$ cat config.mk
export PLATFORM = sky130hd
export DESIGN_NAME = scale_pixel_scheduler
export DESIGN_NICKNAME = d
export VERILOG_FILES = /design/src/rtl/scale_pixel_scheduler_pkg.sv /design/src/rtl/scale_pixel_scheduler_axis.sv /design/src/rtl/scale_pixel_scheduler.sv
export SDC_FILE = /design/constraint.sdc
export NUM_CORES = 1
export LEC_CHECK = 0
export ABC_AREA = 1
export BUFFER_PORTS_ARGS = -buffer_cell sky130_fd_sc_hd__buf_2
export CAP_MARGIN = 20
export CELL_PAD_IN_SITES_DETAIL_PLACEMENT = 0
export CELL_PAD_IN_SITES_GLOBAL_PLACEMENT = 1
export CORE_MARGIN = 1.5
export CORE_UTILIZATION = 40
export DETAILED_ROUTE_END_ITERATION = 8
export PLACE_DENSITY = 0.77
export SKIP_LAST_GASP = 1
export SLEW_MARGIN = 20
export SYNTH_ARGS = -nofsm -noshare
export SYNTH_HDL_FRONTEND = slang
export SYNTH_HIERARCHICAL = 1
export SYNTH_SLANG_ARGS = --single-unit
$ cat constraint.sdc
create_clock -name clk -period 7.9 [get_ports clk]
set_input_delay 1.185 -clock clk [delete_from_list [all_inputs] [get_ports clk]]
set_output_delay 1.185 -clock clk [all_outputs]
set_load 0.005 [all_outputs]
$ cat src/rtl/scale_pixel_scheduler_pkg.sv
`default_nettype none
// +----------------------------------------------------------------------+
// | Package : pkg_scalePixelScheduler                                     |
// | Shared types and defaults for the scale pixel scheduler: FSM state    |
// | encoding, default widths/drain length and the latched job config.     |
// | Revision: 1.0 - initial release                                       |
// +----------------------------------------------------------------------+
package pkg_scalePixelScheduler;

  localparam int unsigned C_FIXED        = 16;
  localparam int unsigned C_COORD_W      = 12;
  localparam int unsigned C_DRAIN_CYCLES = 16;

  typedef enum logic [1:0] {
    S_Idle  = 2'd0,
    S_Issue = 2'd1,
    S_Drain = 2'd2
  } STATES_t;

  // Job configuration captured at the config handshake (default widths).
  typedef struct packed {
    logic [C_COORD_W-1:0]         src_w;
    logic [C_COORD_W-1:0]         src_h;
    logic [C_COORD_W-1:0]         dst_w;
    logic [C_COORD_W-1:0]         dst_h;
    logic [C_COORD_W+C_FIXED-1:0] step_x;
    logic [C_COORD_W+C_FIXED-1:0] step_y;
  } CFG_t;

endpackage
`default_nettype wire

$ cat src/rtl/scale_pixel_scheduler_axis.sv
`default_nettype none
// +----------------------------------------------------------------------+
// | Module  : scale_axis_accumulator                                      |
// | One axis of the scheduler: destination index counter, saturating     |
// | fixed-point source accumulator and clamp of the 2x2 neighbourhood to  |
// | the source edge. Integer/fraction outputs are registered.             |
// | Revision: 1.0 - initial release                                       |
// +----------------------------------------------------------------------+
module scale_axis_accumulator #(
  parameter int unsigned FIXED   = 16,
  parameter int unsigned COORD_W = 12
) (
  input  logic                     clk,
  input  logic                     resetn,
  input  logic                     clear,     // new job: index and accumulator to 0
  input  logic                     advance,   // step to the next destination index
  input  logic                     wrap,      // return to index 0 / position 0
  input  logic [COORD_W+FIXED-1:0] step,
  input  logic [COORD_W-1:0]       src,       // source size the clamp applies to
  input  logic [COORD_W-1:0]       last_idx,  // destination size minus one
  output logic [COORD_W-1:0]       idx,
  output logic                     is_last,
  output logic [COORD_W-1:0]       pos_int,
  output logic [FIXED-1:0]         pos_frac
);

  localparam int unsigned C_ACC_W = COORD_W + FIXED;

  logic [C_ACC_W-1:0] r_acc;
  logic [C_ACC_W-1:0] w_acc_next;
  logic [C_ACC_W:0]   w_sum;
  logic [COORD_W-1:0] r_idx;
  logic [COORD_W-1:0] w_idx_next;
  logic [COORD_W-1:0] w_src_lim;
  logic [COORD_W-1:0] w_int_next;
  logic [COORD_W-1:0] r_int;
  logic [FIXED-1:0]   w_frac_next;
  logic [FIXED-1:0]   r_frac;

  // One extra bit of headroom so overflow is seen and saturated instead of wrapped.
  always_comb begin
    w_sum = {1'b0, r_acc} + {1'b0, step};
  end

  // Next index/accumulator value for this cycle.
  always_comb begin
    w_acc_next = r_acc;
    w_idx_next = r_idx;
    if (clear || wrap) begin
      w_acc_next = '0;
      w_idx_next = '0;
    end else if (advance) begin
      w_acc_next = w_sum[C_ACC_W] ? {C_ACC_W{1'b1}} : w_sum[C_ACC_W-1:0];
      w_idx_next = r_idx + 1'b1;
    end
  end

  // Clamp so the 2x2 neighbourhood (sx, sx+1) stays inside the source image.
  always_comb begin
    w_src_lim   = src - COORD_W'(2);
    w_int_next  = w_acc_next[C_ACC_W-1:FIXED];
    w_frac_next = w_acc_next[FIXED-1:0];
    if (w_acc_next[C_ACC_W-1:FIXED] > w_src_lim) begin
      w_int_next  = w_src_lim;
      w_frac_next = {FIXED{1'b1}};
    end
  end

  // Register position state and the clamped source sample together.
  always_ff @(posedge clk) begin
    if (!resetn) begin
      r_acc  <= '0;
      r_idx  <= '0;
      r_int  <= '0;
      r_frac <= '0;
    end else begin
      r_acc  <= w_acc_next;
      r_idx  <= w_idx_next;
      r_int  <= w_int_next;
      r_frac <= w_frac_next;
    end
  end

  assign idx      = r_idx;
  assign is_last  = (r_idx == last_idx);
  assign pos_int  = r_int;
  assign pos_frac = r_frac;

endmodule
`default_nettype wire

$ cat src/rtl/scale_pixel_scheduler.sv
`default_nettype none
// +----------------------------------------------------------------------+
// | Module  : scale_pixel_scheduler                                       |
// | Walks destination pixels in raster order, issues one source-sample   |
// | request per pixel to the scale pixel generator and pulses done once  |
// | the generator pipeline has drained.                                   |
// | Revision: 1.0 - initial release                                       |
// +----------------------------------------------------------------------+
module scale_pixel_scheduler
  import pkg_scalePixelScheduler::*;
#(
  parameter int unsigned FIXED        = C_FIXED,
  parameter int unsigned COORD_W      = C_COORD_W,
  parameter int unsigned DRAIN_CYCLES = C_DRAIN_CYCLES
) (
  input  logic                     clk,
  input  logic                     resetn,
  input  logic                     cfg_valid,
  output logic                     cfg_ready,
  input  logic [COORD_W-1:0]       cfg_src_w,
  input  logic [COORD_W-1:0]       cfg_src_h,
  input  logic [COORD_W-1:0]       cfg_dst_w,
  input  logic [COORD_W-1:0]       cfg_dst_h,
  input  logic [COORD_W+FIXED-1:0] cfg_step_x,
  input  logic [COORD_W+FIXED-1:0] cfg_step_y,
  input  logic                     abort,
  input  logic                     spg_ready,
  output logic                     spg_start,
  output logic [COORD_W-1:0]       spg_sx,
  output logic [COORD_W-1:0]       spg_sy,
  output logic [FIXED-1:0]         spg_fx,
  output logic [FIXED-1:0]         spg_fy,
  output logic [COORD_W-1:0]       spg_dx,
  output logic [COORD_W-1:0]       spg_dy,
  output logic                     busy,
  output logic                     done
);

  localparam int unsigned    C_CNT_W      = (DRAIN_CYCLES > 1) ? $clog2(DRAIN_CYCLES) : 1;
  localparam logic [C_CNT_W-1:0] C_DRAIN_LOAD = C_CNT_W'(DRAIN_CYCLES - 1);

  STATES_t            r_state;
  STATES_t            w_state_next;
  CFG_t               r_cfg;
  logic [C_CNT_W-1:0] r_drain_cnt;
  logic               r_zero_done;

  logic               w_cfg_hs;
  logic               w_cfg_zero;
  logic               w_drain_end;
  logic               w_last_pix;
  logic               w_x_last;
  logic               w_y_last;
  logic [COORD_W-1:0] w_src_w_eff;
  logic [COORD_W-1:0] w_src_h_eff;

  assign w_cfg_hs   = cfg_valid && cfg_ready;
  assign w_cfg_zero = (cfg_dst_w == '0) || (cfg_dst_h == '0);
  assign w_last_pix = spg_start && w_x_last && w_y_last;

  // At the handshake the clamp must already use the incoming source size.
  assign w_src_w_eff = w_cfg_hs ? cfg_src_w : r_cfg.src_w;
  assign w_src_h_eff = w_cfg_hs ? cfg_src_h : r_cfg.src_h;

  // State register.
  always_ff @(posedge clk) begin
    if (!resetn) begin
      r_state <= S_Idle;
    end else begin
      r_state <= w_state_next;
    end
  end

  // Next-state logic; abort overrides everything outside IDLE.
  always_comb begin
    w_state_next = r_state;
    case (r_state)
      S_Idle: begin
        if (w_cfg_hs && !w_cfg_zero) begin
          w_state_next = S_Issue;
        end
      end
      S_Issue: begin
        if (abort) begin
          w_state_next = S_Idle;
        end else if (w_last_pix) begin
          w_state_next = S_Drain;
        end
      end
      S_Drain: begin
        if (abort || (r_drain_cnt == '0)) begin
          w_state_next = S_Idle;
        end
      end
      default: w_state_next = S_Idle;
    endcase
  end

  // Handshake, status and done outputs.
  always_comb begin
    cfg_ready   = (r_state == S_Idle);
    busy        = (r_state != S_Idle);
    spg_start   = (r_state == S_Issue) && spg_ready && !abort;
    w_drain_end = (r_state == S_Drain) && (r_drain_cnt == '0) && !abort;
    done        = w_drain_end || r_zero_done;
  end

  // Latch the job configuration; an empty destination completes immediately.
  always_ff @(posedge clk) begin
    if (!resetn) begin
      r_cfg       <= '0;
      r_zero_done <= 1'b0;
    end else begin
      r_zero_done <= w_cfg_hs && w_cfg_zero;
      if (w_cfg_hs) begin
        r_cfg.src_w  <= cfg_src_w;
        r_cfg.src_h  <= cfg_src_h;
        r_cfg.dst_w  <= cfg_dst_w;
        r_cfg.dst_h  <= cfg_dst_h;
        r_cfg.step_x <= cfg_step_x;
        r_cfg.step_y <= cfg_step_y;
      end
    end
  end

  // Drain counter covers the generator's read and compute latency after the last start.
  always_ff @(posedge clk) begin
    if (!resetn) begin
      r_drain_cnt <= '0;
    end else if (w_last_pix) begin
      r_drain_cnt <= C_DRAIN_LOAD;
    end else if ((r_state == S_Drain) && (r_drain_cnt != '0)) begin
      r_drain_cnt <= r_drain_cnt - 1'b1;
    end
  end

  scale_axis_accumulator #(
    .FIXED   (FIXED),
    .COORD_W (COORD_W)
  ) u_axis_x (
    .clk      (clk),
    .resetn   (resetn),
    .clear    (w_cfg_hs),
    .advance  (spg_start && !w_x_last),
    .wrap     (spg_start && w_x_last),
    .step     (r_cfg.step_x),
    .src      (w_src_w_eff),
    .last_idx (r_cfg.dst_w - COORD_W'(1)),
    .idx      (spg_dx),
    .is_last  (w_x_last),
    .pos_int  (spg_sx),
    .pos_frac (spg_fx)
  );

  scale_axis_accumulator #(
    .FIXED   (FIXED),
    .COORD_W (COORD_W)
  ) u_axis_y (
    .clk      (clk),
    .resetn   (resetn),
    .clear    (w_cfg_hs),
    .advance  (spg_start && w_x_last),
    .wrap     (1'b0),
    .step     (r_cfg.step_y),
    .src      (w_src_h_eff),
    .last_idx (r_cfg.dst_h - COORD_W'(1)),
    .idx      (spg_dy),
    .is_last  (w_y_last),
    .pos_int  (spg_sy),
    .pos_frac (spg_fy)
  );

endmodule
`default_nettype wire
==> run_results.csv <==
group,metric,value,unit
global_routing,grt_use_total,23.3,%
clock_network,postCtsHoldBufs,0,
hold_path,hp-class,"flip-flop to flip-flop",
clock_network,cts.clk_slew.worst_paths,60,ps
synth,synth-seq-cells,247,
routing,ant_nets,0,
sta,worst_pin_slew,916,ps
global_routing,grt_pass1_wl,70600,µm
synth,ys_top_cells_by_area,"dfxtp_1 (34%), nand2_1 (11%), nor2_1 (9.4%)",
power,swShare,27.4,%
critical_path,critPathRequiredTime,8390,ps
clock_network,cts_buffers,28,
clock_network,cts.sinks,247,
clock_network,cts_tree,"built",
critical_path,worstSetupPathType,"flip-flop to flip-flop",
synth,yosys_warnings,6,
power,p_sw,0.000832,W
routing,wl_per_cell,15.8,µm
outcome,outcome,"completed",
routing,drtPass1Iterations,7,
sta,fmax,164,MHz
sta,slew_violations,0,
power,seqPwrFrac,43.9,%
power,p_clk_share,41.0,%
power,internal_power,0.00221,W
synth,netlist_area,14700,µm²
synth,ys_seq_area_share,33.6,%
global_routing,grt_pass1_vias,13313,
sta,hold_viol,0,
routing,drtIter0Drc,735,
critical_path,path_buf_inv,3,
clock_network,max-clock-path-buffers,3,
power,power.leakage,8.89,nW
routing,drc,0,
sta,min_period_over_period,77.0,%
critical_path,start_kind,"flip-flop",
flow_run,cap_viol_max_count,0,
power,vdd_ir_drop_max,152,µV
sta,setup_violations,0,
layout,area_growth,14.8,%
die,num_rows,70,
critical_path,cpMostUsedCell,"nand2_1",
power,comb_power_share,15.1,%
sta,final.setup.tns,0,ps
synth,synthFlopType,"dfxtp_1",
layout,layout_common_cells,"nand2_1 (431), nor2_1 (371), inv_1 (292), dfxtp_1 (247), buf_2 (192)",
global_routing,grt_overflow,0,
layout,layout.nets,2545,
placement,port_buffers,192,
synth,synth_cells,2175,
die,coreArea,36400,µm²
clock_network,post_cts_buffers,0,
die,die_w,195,µm
clock_network,post_cts_resized,0,
layout,layout_commonest_cell,"nand2_1",
sta,maxSlewHeadroom,39.0,%
synth,synth.net_count,2373,
synth,async_flop_share,0,%
clock_network,htreeDepth,1,
critical_path,crit_slowest_cell,"nor3b_4",
placement,gp_congestion,0.886,
global_routing,grt_max_degree,93,
placement,placed_area,16000,µm²
critical_path,arrival,6580,ps
die,die_h,195,µm
synth,synth_area_per_cell,6.78,µm²
power,p_total,0.00304,W
critical_path,cp_top_family,"simple AND/OR/NAND/NOR gates",
critical_path,cp_max_fo,23,
routing,vias,13895,
placement,hpwlAfterDp,34700,µm
synth,synth_edf_count,0,
global_routing,antenna_found_initial,4,
sta,rsz0062_at_grt,"no",
synth,ys_types,56,
synth,yosys.area.top_type_share,33.6,%
layout,finalCoreUtilization,46.4,%
die,die-area,38000,µm²
die,start_util,40.4,%
die,io_pins,193,
power,p_per_area,180,nW/µm²
critical_path,critPathMaxStageDelay,780,ps
synth,synth_top_cell_by_area,"dfxtp_1",
routing,vias_per_cell,4.91,
layout,drive_gt1_share,14.9,%
clock_network,clk_latency,560,ps
layout,final_area,16900,µm²
routing,wl,44700,µm
sta,finClkSkew,14.0,ps
clock_network,cts_root_buf,"clkbuf_16",
sta,period_needed,6080,ps
critical_path,worstSetupEndpointType,"flip-flop",
-- cell usage after synthesis, types with 5 or more instances --
cell      count
inv_1       292
and2_1        6
nand3b_1      5
a21oi_1     109
nand2_2       8
clkbuf_1     31
o21ai_2      21
o21bai_2      5
nor2_1      371
o21bai_1     12
o21ai_0     167
nand3_1     115
nor4_1        5
buf_6        11
nor3_1       20
buf_2         8
o21ai_1      10
dfxtp_1     247
ha_1         87
or2_0         5
nand3_2      10
or2_1         7
nand4_1      23
xor2_1       52
xnor2_1      29
or2_2        27
inv_2         7
nand2_1     431
nor2_2        8
-- logic make-up after synthesis --
kind of cell,count (synthesis),synth area share [%]
other,1,0.0254
buffers and inverters,357,9.93
AO/OA/AOI/OAI,341,13.0
adder cells (fa/ha/maj),89,7.66
XOR/XNOR,81,4.81
AND/OR/NAND/NOR,1059,31.1
flip-flops,247,33.6
-- flip-flops by register name, indices dropped and copies added (netlist names) --
name,cells
u_axis_x/pos_frac,16
u_axis_x/r_acc,28
u_axis_x/idx,12
r_state,2
u_axis_x/pos_int,12
u_axis_y/pos_frac,16
r_cfg,104
r_zero_done,1
r_drain_cnt,4
u_axis_y/r_acc,28
u_axis_y/idx,12
u_axis_y/pos_int,12
-- path summary, 6_finish.rpt --
kind                            slack [ps]                    from  cells past startpoint                             end
worst max-delay path                  1820  r_cfg[68]$_SDFFE_PN0N_                     26  u_axis_y/pos_int[3]$_SDFF_PN0_
worst min-delay path                   470  r_cfg[67]$_SDFFE_PN0N_                      2          r_cfg[67]$_SDFFE_PN0N_
worst max register to register        1820  r_cfg[68]$_SDFFE_PN0N_                     26  u_axis_y/pos_int[3]$_SDFF_PN0_
worst min register to register         470  r_cfg[67]$_SDFFE_PN0N_                      2          r_cfg[67]$_SDFFE_PN0N_
-- cell type report --
| class | count | area [µm²] |
|---|---|---|
| antenna | 1 | 2.50 |
| clock buffer | 39 | 853 |
| clock inverter | 3 | 15.0 |
| fill | 3838 | 19500 |
| inverter | 299 | 1120 |
| multi-input combinational | 1571 | 8360 |
| sequential | 247 | 4940 |
| tap | 468 | 586 |
| timing repair buffer | 200 | 1040 |
-- per-layer routing --
layer	wire length (µm)	vias to the layer above	GRT usage, %
met5	8	-	0
met1	21100	6299	31.2
met2	20500	293	39.5
li1	-	7234	-
met4	1110	2	6.09
met3	2020	67	3.05
-- per-stage QoR --
| stage | cells | hold WS [ps] | setup slack [ps] |
|---|---|---|---|
| after floorplan | 2175 | 441 | 3380 |
| after global placement | 2784 | 463 | 1610 |
| after detailed placement | 2784 | 465 | 1450 |
| after CTS | 2826 | 475 | 1440 |
| after global routing | 2828 | 505 | 1120 |
| final | 2828 | 470 | 1820 |
-- tightest hold or removal path: cells and delay by family, from the launching register on --
kind | cells | cell delay, ps
compound gates | 1 | 60
flops | 1 | 300
buf+inv | 1 | 60
-- power by group through the flow --
stage	combinational (W)	sequential, W	clock, W
2_1_floorplan	0.000329	0.00135	0
3_3_place_gp	0.000452	0.00136	0
3_5_place_dp	0.000457	0.00136	0
4_1_cts	0.000460	0.00133	0.00128
5_1_grt	0.000523	0.00134	0.00133
6_report	0.000459	0.00133	0.00125
Note: power is estimated with default switching activity, not from simulation.
